File: config.mk
export PLATFORM = sky130hd
export DESIGN_NAME = issue_mem_streamer
export DESIGN_NICKNAME = d
export VERILOG_FILES = /design/src/rtl/issue_mem_streamer_pkg.sv /design/src/rtl/issue_stream_fifo.sv /design/src/rtl/issue_mem_streamer.sv
export SDC_FILE = /design/constraint.sdc
export NUM_CORES = 1
export LEC_CHECK = 0
export CAP_MARGIN = 20
export CELL_PAD_IN_SITES_DETAIL_PLACEMENT = 1
export CELL_PAD_IN_SITES_GLOBAL_PLACEMENT = 1
export CORE_ASPECT_RATIO = 0.9
export CORE_UTILIZATION = 47
export CTS_BUF_LIST = sky130_fd_sc_hd__clkbuf_16
export DETAILED_ROUTE_END_ITERATION = 10
export PLACE_DENSITY = 0.93
export REMOVE_ABC_BUFFERS = 1
export SLEW_MARGIN = 20
export SYNTH_ARGS = -nofsm -noshare
export SYNTH_HDL_FRONTEND = slang
export SYNTH_SLANG_ARGS = --single-unit
export TNS_END_PERCENT = 30
File: constraint.sdc
create_clock -name clk -period 5.3 [get_ports clk]
set_input_delay 1.06 -clock clk [delete_from_list [all_inputs] [get_ports clk]]
set_output_delay 1.06 -clock clk [all_outputs]
set_load 0.02 [all_outputs]
File: src/rtl/issue_mem_streamer_pkg.sv
// Constants shared by the issue memory, its writer and this read streamer,
// plus the streamer FSM encoding.
package issue_mem_streamer_pkg;

    localparam int ISM_ADDR_W     = 16;
    localparam int ISM_DATA_W     = 18;
    localparam int ISM_MEM_WORDS  = 61440;
    localparam int ISM_FIFO_DEPTH = 4;

    typedef enum logic [1:0] {
        S_IDLE  = 2'd0,
        S_ISSUE = 2'd1,
        S_DRAIN = 2'd2
    } ism_state_e;

endpackage

File: src/rtl/issue_stream_fifo.sv
// Small synchronous FIFO with occupancy count. Caller guarantees no push
// when full and no pop when empty; simultaneous push/pop is always legal.
module issue_stream_fifo #(
    parameter  int W     = 19,
    parameter  int DEPTH = 4,
    localparam int PW    = (DEPTH > 1) ? $clog2(DEPTH) : 1,
    localparam int CW    = $clog2(DEPTH + 1)
) (
    input  logic          clk,
    input  logic          rst_n,
    input  logic          push,
    input  logic [W-1:0]  wdata,
    input  logic          pop,
    output logic [W-1:0]  rdata,
    output logic [CW-1:0] count
);

    logic [W-1:0]  r_mem [DEPTH];
    logic [PW-1:0] r_wr, r_rd;
    logic [CW-1:0] r_count;

    function automatic logic [PW-1:0] ptr_inc(input logic [PW-1:0] p);
        return (32'(p) == DEPTH - 1) ? '0 : p + 1'b1;
    endfunction

    always_ff @(posedge clk or negedge rst_n) begin
        if (!rst_n) begin
            for (int i = 0; i < DEPTH; i++) r_mem[i] <= '0;
            r_wr    <= '0;
            r_rd    <= '0;
            r_count <= '0;
        end else begin
            if (push) begin
                r_mem[r_wr] <= wdata;
                r_wr        <= ptr_inc(r_wr);
            end
            if (pop) r_rd <= ptr_inc(r_rd);
            case ({push, pop})
                2'b10:   r_count <= r_count + 1'b1;
                2'b01:   r_count <= r_count - 1'b1;
                default: ;
            endcase
        end
    end

    assign rdata = r_mem[r_rd];
    assign count = r_count;

endmodule

File: src/rtl/issue_mem_streamer.sv
// Walks {base,len} commands through one registered-read memory port and
// returns the words as a valid/ready stream tagged with last.
module issue_mem_streamer
    import issue_mem_streamer_pkg::*;
#(
    parameter int ADDR_W     = ISM_ADDR_W,
    parameter int DATA_W     = ISM_DATA_W,
    parameter int MEM_WORDS  = ISM_MEM_WORDS,
    parameter int FIFO_DEPTH = ISM_FIFO_DEPTH
) (
    input  logic              clk,
    input  logic              rst_n,
    input  logic              cmd_valid,
    output logic              cmd_ready,
    input  logic [ADDR_W-1:0] cmd_base,
    input  logic [15:0]       cmd_len,
    output logic [ADDR_W-1:0] mem_addr,
    output logic              mem_re,
    input  logic [DATA_W-1:0] mem_data,
    output logic              out_valid,
    input  logic              out_ready,
    output logic [DATA_W-1:0] out_data,
    output logic              out_last,
    output logic              busy,
    output logic              done,
    output logic              err
);

    localparam int CW = $clog2(FIFO_DEPTH + 1);

    ism_state_e        r_state, w_state_nxt;
    logic [ADDR_W-1:0] r_addr;
    logic [15:0]       r_remaining;
    logic              r_pend_vld, r_pend_last;
    logic              r_nop_done, r_nop_err;
    logic              w_accept, w_bad_base, w_nop, w_credit, w_issue;
    logic              w_pop, w_last_pop;
    logic [DATA_W:0]   w_head;
    logic [CW-1:0]     w_count;

    assign w_accept   = cmd_valid && cmd_ready;
    assign w_bad_base = 32'(cmd_base) >= MEM_WORDS;
    assign w_nop      = (cmd_len == 16'd0) || w_bad_base;
    // The in-flight read counts against FIFO space so a stalled sink can never overflow it.
    assign w_credit   = (32'(w_count) + 32'(r_pend_vld)) < FIFO_DEPTH;

    always_comb begin
        w_state_nxt = r_state;
        cmd_ready   = 1'b0;
        w_issue     = 1'b0;
        case (r_state)
            S_IDLE: begin
                cmd_ready = 1'b1;
                if (cmd_valid && !w_nop) w_state_nxt = S_ISSUE;
            end
            S_ISSUE: begin
                w_issue = w_credit;
                if (w_credit && r_remaining == 16'd1) w_state_nxt = S_DRAIN;
            end
            S_DRAIN: if (w_last_pop) w_state_nxt = S_IDLE;
            default: w_state_nxt = S_IDLE;
        endcase
    end

    always_ff @(posedge clk or negedge rst_n) begin
        if (!rst_n) begin
            r_state     <= S_IDLE;
            r_addr      <= '0;
            r_remaining <= '0;
            r_pend_vld  <= 1'b0;
            r_pend_last <= 1'b0;
            r_nop_done  <= 1'b0;
            r_nop_err   <= 1'b0;
        end else begin
            r_state     <= w_state_nxt;
            r_nop_done  <= w_accept && w_nop;
            r_nop_err   <= w_accept && w_bad_base;
            r_pend_vld  <= w_issue;
            r_pend_last <= w_issue && (r_remaining == 16'd1);
            if (w_accept && !w_nop) begin
                r_addr      <= cmd_base;
                r_remaining <= cmd_len;
            end else if (w_issue) begin
                r_remaining <= r_remaining - 16'd1;
                // Final issue leaves the address alone so mem_addr rests on the last word read.
                if (r_remaining != 16'd1)
                    r_addr <= (32'(r_addr) == MEM_WORDS - 1) ? '0 : r_addr + 1'b1;
            end
        end
    end

    issue_stream_fifo #(
        .W     (DATA_W + 1),
        .DEPTH (FIFO_DEPTH)
    ) u_fifo (
        .clk   (clk),
        .rst_n (rst_n),
        .push  (r_pend_vld),
        .wdata ({r_pend_last, mem_data}),
        .pop   (w_pop),
        .rdata (w_head),
        .count (w_count)
    );

    assign out_valid  = (w_count != '0);
    assign out_data   = out_valid ? w_head[DATA_W-1:0] : '0;
    assign out_last   = out_valid && w_head[DATA_W];
    assign w_pop      = out_valid && out_ready;
    assign w_last_pop = w_pop && w_head[DATA_W];

    assign mem_addr = r_addr;
    assign mem_re   = w_issue;
    assign busy     = (r_state != S_IDLE) || r_nop_done;
    assign done     = r_nop_done || ((r_state == S_DRAIN) && w_last_pop);
    assign err      = r_nop_err;

endmodule

Word level (Yosys, flattened, before mapping)
Cells that the tools add are included.
- register bits: 121
- input bits: 54
- output and inout port bits: 41
- logic and storage cells: 87
- $add $sub $neg: 7
- order comparisons: 5
- eq/ne operators: 12
- muxes and demuxes: 22
- bitwise operators: 2
- reductions and logical operators: 25
- operators with widths (operator ; number):
    $mux W16 ; 6
    $bwmux W76 ; 1
    $mux W19 ; 3
    $bmux W19 S2 ; 1
    $demux W19 S2 ; 1
    $mux W18 ; 1
    $add A16 B1 Y16 const B ; 1
    $eq A16 B1 Y1 const B ; 1
    $eq A16 B16 Y1 const B ; 1
    $ge A16 B16 Y1 const B ; 1
    $logic_not A16 Y1 ; 1
    $ne A16 B1 Y1 const B ; 1
    $sub A16 B1 Y16 const B ; 1
    $logic_and A1 B1 Y1 ; 12
    $mux W2 ; 5
    $eq A2 B2 Y1 const B ; 4
    $reduce_bool A2 Y1 ; 4
    $ge A3 B3 Y1 const B ; 2
    $ne A2 B2 Y1 const B ; 3
    $not A2 Y3 ; 2
    $pmux W2 S3 ; 1
    $pmux W3 S2 ; 1
    $add A2 B1 Y2 const B ; 2
    $add A3 B1 Y4 ; 1
    other kinds (12) ; 16

Depth between registers and ports, before layout
Gate-level depths: netlist of run 1.
- depth in word-level cells: 7
- mapped depth: 9
- gate-level depth less buffers: 9

By module
Synthesis of run 1 repeated with hierarchy kept, for this count alone.
- cell total of the unflattened synthesis: 493
- area total of the unflattened synthesis: 6281.0 um^2
- modules (own cells, without submodules) (module ; times used ; cells each ; area each (um^2) ; seq. area each (um^2)):
    issue_stream_fifo ; 1 ; 217 ; 3908.7 ; 2077.0
    issue_mem_streamer ; 1 ; 276 ; 2372.3 ; 950.9

Worst setup path before layout of run 1
Ideal clock, no wire load.
- kind: input port to output port
- start: input port out_ready
- end: output port done
- arrival: 1.622 ns
- required time: 4.240 ns
- setup slack: 2.618 ns
- cell stages on the path: 4
- buffers on the path: 0
- cell sequence: nand2_1 > inv_1 > nand2_1 > o21bai_1
- cells in the longest elaborated chain, start to end: 4
- RTL lines (what ; line ; text):
    start: declaration ; issue_mem_streamer.sv:21 ; input logic out_ready,
    $logic_and A1 B1 Y1 ; issue_mem_streamer.sv:108 ; assign w_pop = out_valid && out_ready;
    via u_fifo.pop ; issue_stream_fifo.sv:13 ; input logic pop,
    $logic_and A1 B1 Y1 ; issue_mem_streamer.sv:109 ; assign w_last_pop = w_pop && w_head[DATA_W];
    $logic_and A1 B1 Y1 ; issue_mem_streamer.sv:114 ; assign done = r_nop_done || ((r_state == S_DRAIN) && w_last_pop);
    $logic_or A1 B1 Y1 ; issue_mem_streamer.sv:114 ;
    end: declaration ; issue_mem_streamer.sv:25 ; output logic done,
The timed path passes the listed nets, and every way through them passes these cells.

Final worst setup path of run 1
- start: register u_fifo.r_rd[0]
- end: output port out_data[5]
- cells in the longest elaborated chain, start to end: 5
- RTL lines (what ; line ; text):
    start: declaration ; issue_stream_fifo.sv:19 ; logic [PW-1:0] r_wr, r_rd;
    start signal: assignment ; issue_stream_fifo.sv:37 ; if (pop) r_rd <= ptr_inc(r_rd);
    $not A2 Y3 (not written as such) ; issue_stream_fifo.sv:46 ; assign rdata = r_mem[r_rd];
    $bmux W19 S2 ; issue_stream_fifo.sv:46 ;
    $mux W19 (not written as such) (2 in a row) ; issue_stream_fifo.sv:46 ;
    $mux W18 ; issue_mem_streamer.sv:106 ; assign out_data = out_valid ? w_head[DATA_W-1:0] : '0;
    end: declaration ; issue_mem_streamer.sv:22 ; output logic [DATA_W-1:0] out_data,
Every way passes these cells. The select of a mux whose other input is x is not followed.

==> impl_metrics.yaml, run 1 <==
outcome:
  status: "completed"
grt:
  grtUsageTotal_pct: 27.9
  first_global_vias: 5136
  grt-ovfl-total: 0
  grt_pass1_wl_um: 27200
  grt_max_degree: 82
  antenna_found_initial: 0
final_layout:
  drive_above_1_share_pct: 23.1
  fin_cells: 765
  finish.utilization_pct: 62.6
  diodes: 0
  syn_to_final_growth_pct: 27.8
  nFillCells: 1245
  finalNetCount: 656
yosys:
  netlist_instances: 496
  yosys_warnings: 0
  muxShareOfSynthArea_pct: 21.6
  synthMostInstantiatedCell: "dfrtp_1"
  synthArstFlopShare_pct: 100
  synth-compound-area-share_pct: 6.48
  yosysTopAreaCellShare_pct: 50.4
  synth_edf_count: 0
  synth_area_leaders: "dfrtp_1 (50%), mux2_2 (14%), mux4_2 (7.1%), and2_1 (2.4%), nand2_1 (2.2%)"
  synth_fa_ha_area_share_pct: 2.21
  synth.top_cells.by_count: "dfrtp_1 (121), mux2_2 (77), nand2_1 (36), nor2_1 (27), and2_1 (23)"
  synth_area_mm2: 0.00601
  synth_simple_gate_area_share_pct: 15.0
  syn_area_per_cell_um2: 12.1
  post-synth-top-area-cell: "dfrtp_1"
  synth_cell_types: 52
  synth-seq-cells: 121
  yosysSeqAreaShare_pct: 50.4
  synthXorXnorAreaFrac_pct: 2.19
  ys.flop_type: "dfrtp_1"
  synth_top_family_by_area: "multiplexers"
floorplan:
  core_mm2: 0.0123
  start_util_pct: 49.0
  io_pins: 95
  fp.dieArea_mm2: 0.0132
  die_x_um: 121
  die_y_um: 109
  num_rows: 38
cts:
  cts.sinks: 121
  clock_latency_ns: 0.42
  postCtsHoldBufs: 0
  clockBufferDepth: 2
  cts_setup_buffers: 0
  post_cts_resized: 0
  cts_root_buf: "clkbuf_16"
  h-tree-depth: 4
  clk_pin_slew_ns: 0.05
  cts-buffers-inserted: 17
  cts_tree: "built"
run:
  maxCapViolations: 0
setup_path:
  path_class: "flip-flop to output pin"
  arrival_ns: 2.80
  critPathCaptureType: "output pin"
  required_ns: 4.24
  crit_fanout: 12
  start_kind: "flip-flop"
power_and_ir_drop:
  p_leak_nw: 3.10
  total_power_mw: 5.36
  ir_worst_vdd_uv: 286
  powerDensity_mw_per_mm2: 698
timing:
  fin_skew_ns: 0.00805
  rsz0062_at_grt: "no"
  fmax_mhz: 259
  period_share_pct: 72.9
  worst_pin_slew_ns: 1.07
  setup_viol: 0
  hold_viol_final: 0
  slew_viol_final: 0
  slew-limit-headroom_pct: 28.4
  min_period_ns: 3.86
  whs_ns: 0.506
  fin_setup_tns_ns: 0
route:
  detail-route-antenna-nets: 0
  wl_um: 16700
  vias: 4497
  drtIter0Drc: 274
  route.detailed.drc: 0
  wl_per_cell_um: 21.8
  viasPerCell: 5.88
  dr.pass1.iters: 4
worst_hold_path:
  hold_class: "flip-flop to flip-flop"
placement:
  place_inst: 733
  gp_congestion: 0.787
  portBuffers: 94
  hpwl_um: 10800
## worst paths after layout
check | endpoint | slack, ns | from | depth (start not counted)
min in group asynchronous | u_fifo.r_mem[64]$_DFFE_PN0P_ | 0.68 | rst_n | 1
max in group asynchronous | u_fifo.r_mem[14]$_DFFE_PN0P_ | 3.56 | rst_n | 2
setup reg to reg | u_fifo.count[2]$_DFFE_PN0P_ | 2.60 | u_fifo.count[0]$_DFFE_PN0P_ | 9
hold reg to reg | u_fifo.r_mem[20]$_DFFE_PN0P_ | 0.51 | u_fifo.r_mem[20]$_DFFE_PN0P_ | 1
setup / recovery | out_data[5] | 1.44 | u_fifo.r_rd[0]$_DFFE_PN0P_ | 4
hold / removal | u_fifo.r_mem[20]$_DFFE_PN0P_ | 0.51 | u_fifo.r_mem[20]$_DFFE_PN0P_ | 1
## power by group
group	switching [mW]	leakage, nW	internal, mW
combinational	1.12	1.37	1.25
sequential	0.444	1.44	1.37
clock	0.408	0.298	0.769
## layer usage
layer / GRT usage, % / wire, um
met1: 32.4 / 6900
met2: 50.3 / 8820
met3: 6.12 / 690
met4: 10.6 / 294
met5: 0 / 0
## cell type report
| class | count | area, um^2 | area share [%] |
|---|---|---|---|
| sequential | 121 | 3030 | 39.4 |
| inverter | 12 | 45.0 | 0.587 |
| tap | 160 | 200 | 2.61 |
| timing repair buffer | 96 | 957 | 12.5 |
| multi-input combinational | 344 | 2860 | 37.2 |
| clock inverter | 15 | 165 | 2.15 |
| clock buffer | 17 | 425 | 5.54 |
## flip-flops by register name, indices dropped and copies added, names as in the netlist
register,cells
err,1
r_state,2
u_fifo.r_rd,2
u_fifo.count,3
u_fifo.r_wr,2
r_pend_vld,1
mem_addr,16
r_remaining,16
r_nop_done,1
u_fifo.r_mem,76
r_pend_last,1
## cell families after synthesis
family	after synthesis
simple gates	162
flops	121
mux	96
compound gates	61
buf+inv	31
xor+xnor	15
fa+ha+maj	10
## placed cells by master, fill, tap and decap left out, types with 8 or more instances in the layout
master	netlist	final
o21ai_0	16	16
a31oi_1	8	8
nor2_1	27	27
clkbuf_16	0	17
and2_1	23	22
nand2_1	36	36
o21ai_1	11	11
dfrtp_1	121	121
clkdlybuf4s50_1	0	93
a21oi_1	8	8
mux4_2	19	19
mux2_2	77	77
ha_1	9	9
nand3_1	16	16
nor4_1	15	14
xnor2_1	10	10
inv_1	11	13
## worst max-delay path, cell delays in order (launching register included)
cell and delay (ns):
dfrtp_1 0.74, buf_4 0.39, mux4_2 0.54, and2_1 0.18, clkdlybuf4s50_1 0.53
## metrics by stage
stage / setup WS (ns) / instance area (um^2)
after global routing: 1.27 / 7680
after detailed placement: 1.66 / 7070
final: 1.44 / 7680
after CTS: 1.33 / 7660
after global placement: 1.67 / 7070
after floorplan: 2.39 / 5920
Note: power is estimated with default switching activity, not from simulation.
==> run 2, diff against run 1 <==
CORE_UTILIZATION = 39   (was 47)
PLACE_DENSITY = 0.83   (was 0.93)
clock period = 3.45 ns   (was 5.3 ns; I/O delays follow)
==> run 2 against run 1 <==
Setup slack lost 1.2 ns. Wire length shrank 1.6%. Non-clock buffer count grew 5. Clock skew grew 0.0073 ns. Utilization shrank 10 points. Sequential power grew 50%. First-iteration DRC count shrank 18%. Die area grew 20%. Cell area grew 1.4%. Worst hold slack lost 0.21 ns. Via count grew 1.3%. Flip-flop and latch count is the same. Critical endpoint is now done. Largest cell class unchanged. Largest power group unchanged. Highest routed layer unchanged.
==> impl_metrics.yaml, run 2 (synthesis gave the netlist of run 1 again) <==
outcome:
  status: "completed"
placement:
  hpwl_um: 10600
  gp_congestion: 0.845
  portBuffers: 94
  place_inst: 776
cts:
  cts-buffers-inserted: 17
  cts_tree: "built"
  clock_latency_ns: 0.43
  postCtsHoldBufs: 0
  clockBufferDepth: 2
  clk_pin_slew_ns: 0.06
  cts_root_buf: "clkbuf_16"
  post_cts_resized: 0
  cts_setup_buffers: 0
  cts.sinks: 121
  h-tree-depth: 4
setup_path:
  arrival_ns: 2.51
  crit_fanout: 21
  startpoint: "u_fifo.count[0]$_DFFE_PN0P_"
  r2r_end: "mem_addr[5]$_DFFE_PN0P_"
  critPathCaptureType: "output pin"
  r2r_slack_ns: 0.86
  path_class: "flip-flop to output pin"
  required_ns: 2.76
  r2r_start: "r_remaining[1]$_DFFE_PN0P_"
  start_kind: "flip-flop"
  reg2reg_depth: 7
route:
  wl_met3_um: 772
  drtIter0Drc: 226
  dr.pass1.iters: 5
  route.met2.wl_um: 8270
  vias: 4555
  maxUsedRoutingLayer: "met4"
  wl_per_cell_um: 20.4
  detail-route-antenna-nets: 0
  wl_um: 16400
  viasPerCell: 5.64
  route.detailed.drc: 0
  m1WireLength_um: 7070
grt:
  grtUsageTotal_pct: 22.4
  antenna_found_initial: 0
  grt-ovfl-total: 0
  grt_max_degree: 72
  first_global_vias: 5121
  grt_pass1_wl_um: 27100
final_layout:
  largest_reg_flops: 76
  final_cell_mix: "dfrtp_1 (121), clkdlybuf4s50_1 (93), mux2_2 (77), nand2_1 (36), nor2_1 (27)"
  drive_above_1_share_pct: 24.6
  fin_cells: 807
  diodes: 0
  regMostFlops: "u_fifo.r_mem"
  mostFrequentLayoutCell: "dfrtp_1"
  syn_to_final_growth_pct: 29.6
  finalNetCount: 661
timing:
  fin_setup_tns_ns: 0
  fmax_mhz: 313
  rsz0062_at_grt: "no"
  min_period_ns: 3.20
  whs_ns: 0.295
  hold_viol_final: 0
  slew-limit-headroom_pct: 31.5
  fin_skew_ns: 0.0154
  worst_pin_slew_ns: 1.03
  setup_viol: 0
  slew_viol_final: 0
  period_share_pct: 92.7
power_and_ir_drop:
  p_leak_nw: 3.12
  ir_worst_vdd_uv: 573
  powerDensity_mw_per_mm2: 1060
worst_hold_path:
  hold_class: "input pin to asynchronous set/reset pin"
run:
  maxCapViolations: 0
floorplan:
  fp.dieArea_mm2: 0.0159
  die_x_um: 133
  die_y_um: 120
  start_util_pct: 40.4
  core_mm2: 0.0149
  io_pins: 95
  num_rows: 42
## run 2: cell count changes in the layout (fill, tap and decap cells not counted), moves of 2 or more
| cell | before | now |
|---|---|---|
| buf_12 | 0 | 2 |
| buf_4 | 2 | 6 |
| clkinvlp_4 | 0 | 3 |
| inv_6 | 0 | 2 |
| inv_1 | 13 | 11 |
| clkinv_4 | 0 | 4 |
| clkinv_1 | 6 | 0 |
## run 2: how the worst max path moves through the flow
stage / end / slack (ns) / cells after the start
after floorplan: done / 0.91 / 3
after global placement: done / 0.37 / 6
after detailed placement: done / 0.39 / 6
after CTS: out_data[9] / 0.24 / 4
after global routing: done / 0.10 / 7
final: done / 0.25 / 7
## run 2: metal layers
metal / vias up / global-route usage [%]
li1: 2030 / -
met1: 2332 / 28.2
met2: 163 / 37.4
met3: 30 / 5.24
met4: 0 / 8.76
met5: - / 0
## run 2: cell type report
type	count	area (um^2)
Fill cell	1533	7090
Clock inverter	14	175
Timing Repair Buffer	101	1020
Multi-Input combinational cell	344	2850
Inverter	12	45.0
Clock buffer	17	425
Tap cell	198	248
Sequential cell	121	3030
## run 2: stage by stage
stage,cell area [um^2],util (%),setup WS (ns),total power [mW]
final,7780,52.3,0.250,8.25
after detailed placement,7180,48.3,0.393,6.39
after floorplan,5920,-,0.910,4.89
after CTS,7780,52.3,0.239,8.31
after global placement,7180,48.3,0.374,6.15
after global routing,7780,52.3,0.101,8.74
## run 2: power breakdown
group | internal [mW] | total [mW] | leakage [nW] | switching, mW
sequential | 2.10 | 2.72 | 1.44 | 0.616
clock | 1.14 | 1.82 | 0.286 | 0.688
combinational | 1.94 | 3.71 | 1.40 | 1.77
## run 2: worst max-delay path, cell delays in order (launching register included)
cell and delay, ns:
dfrtp_1 0.42, or3_1 0.13, buf_4 0.24, nand2_1 0.17
inv_1 0.14, nand2_1 0.07, o21bai_1 0.26, clkdlybuf4s50_1 0.67
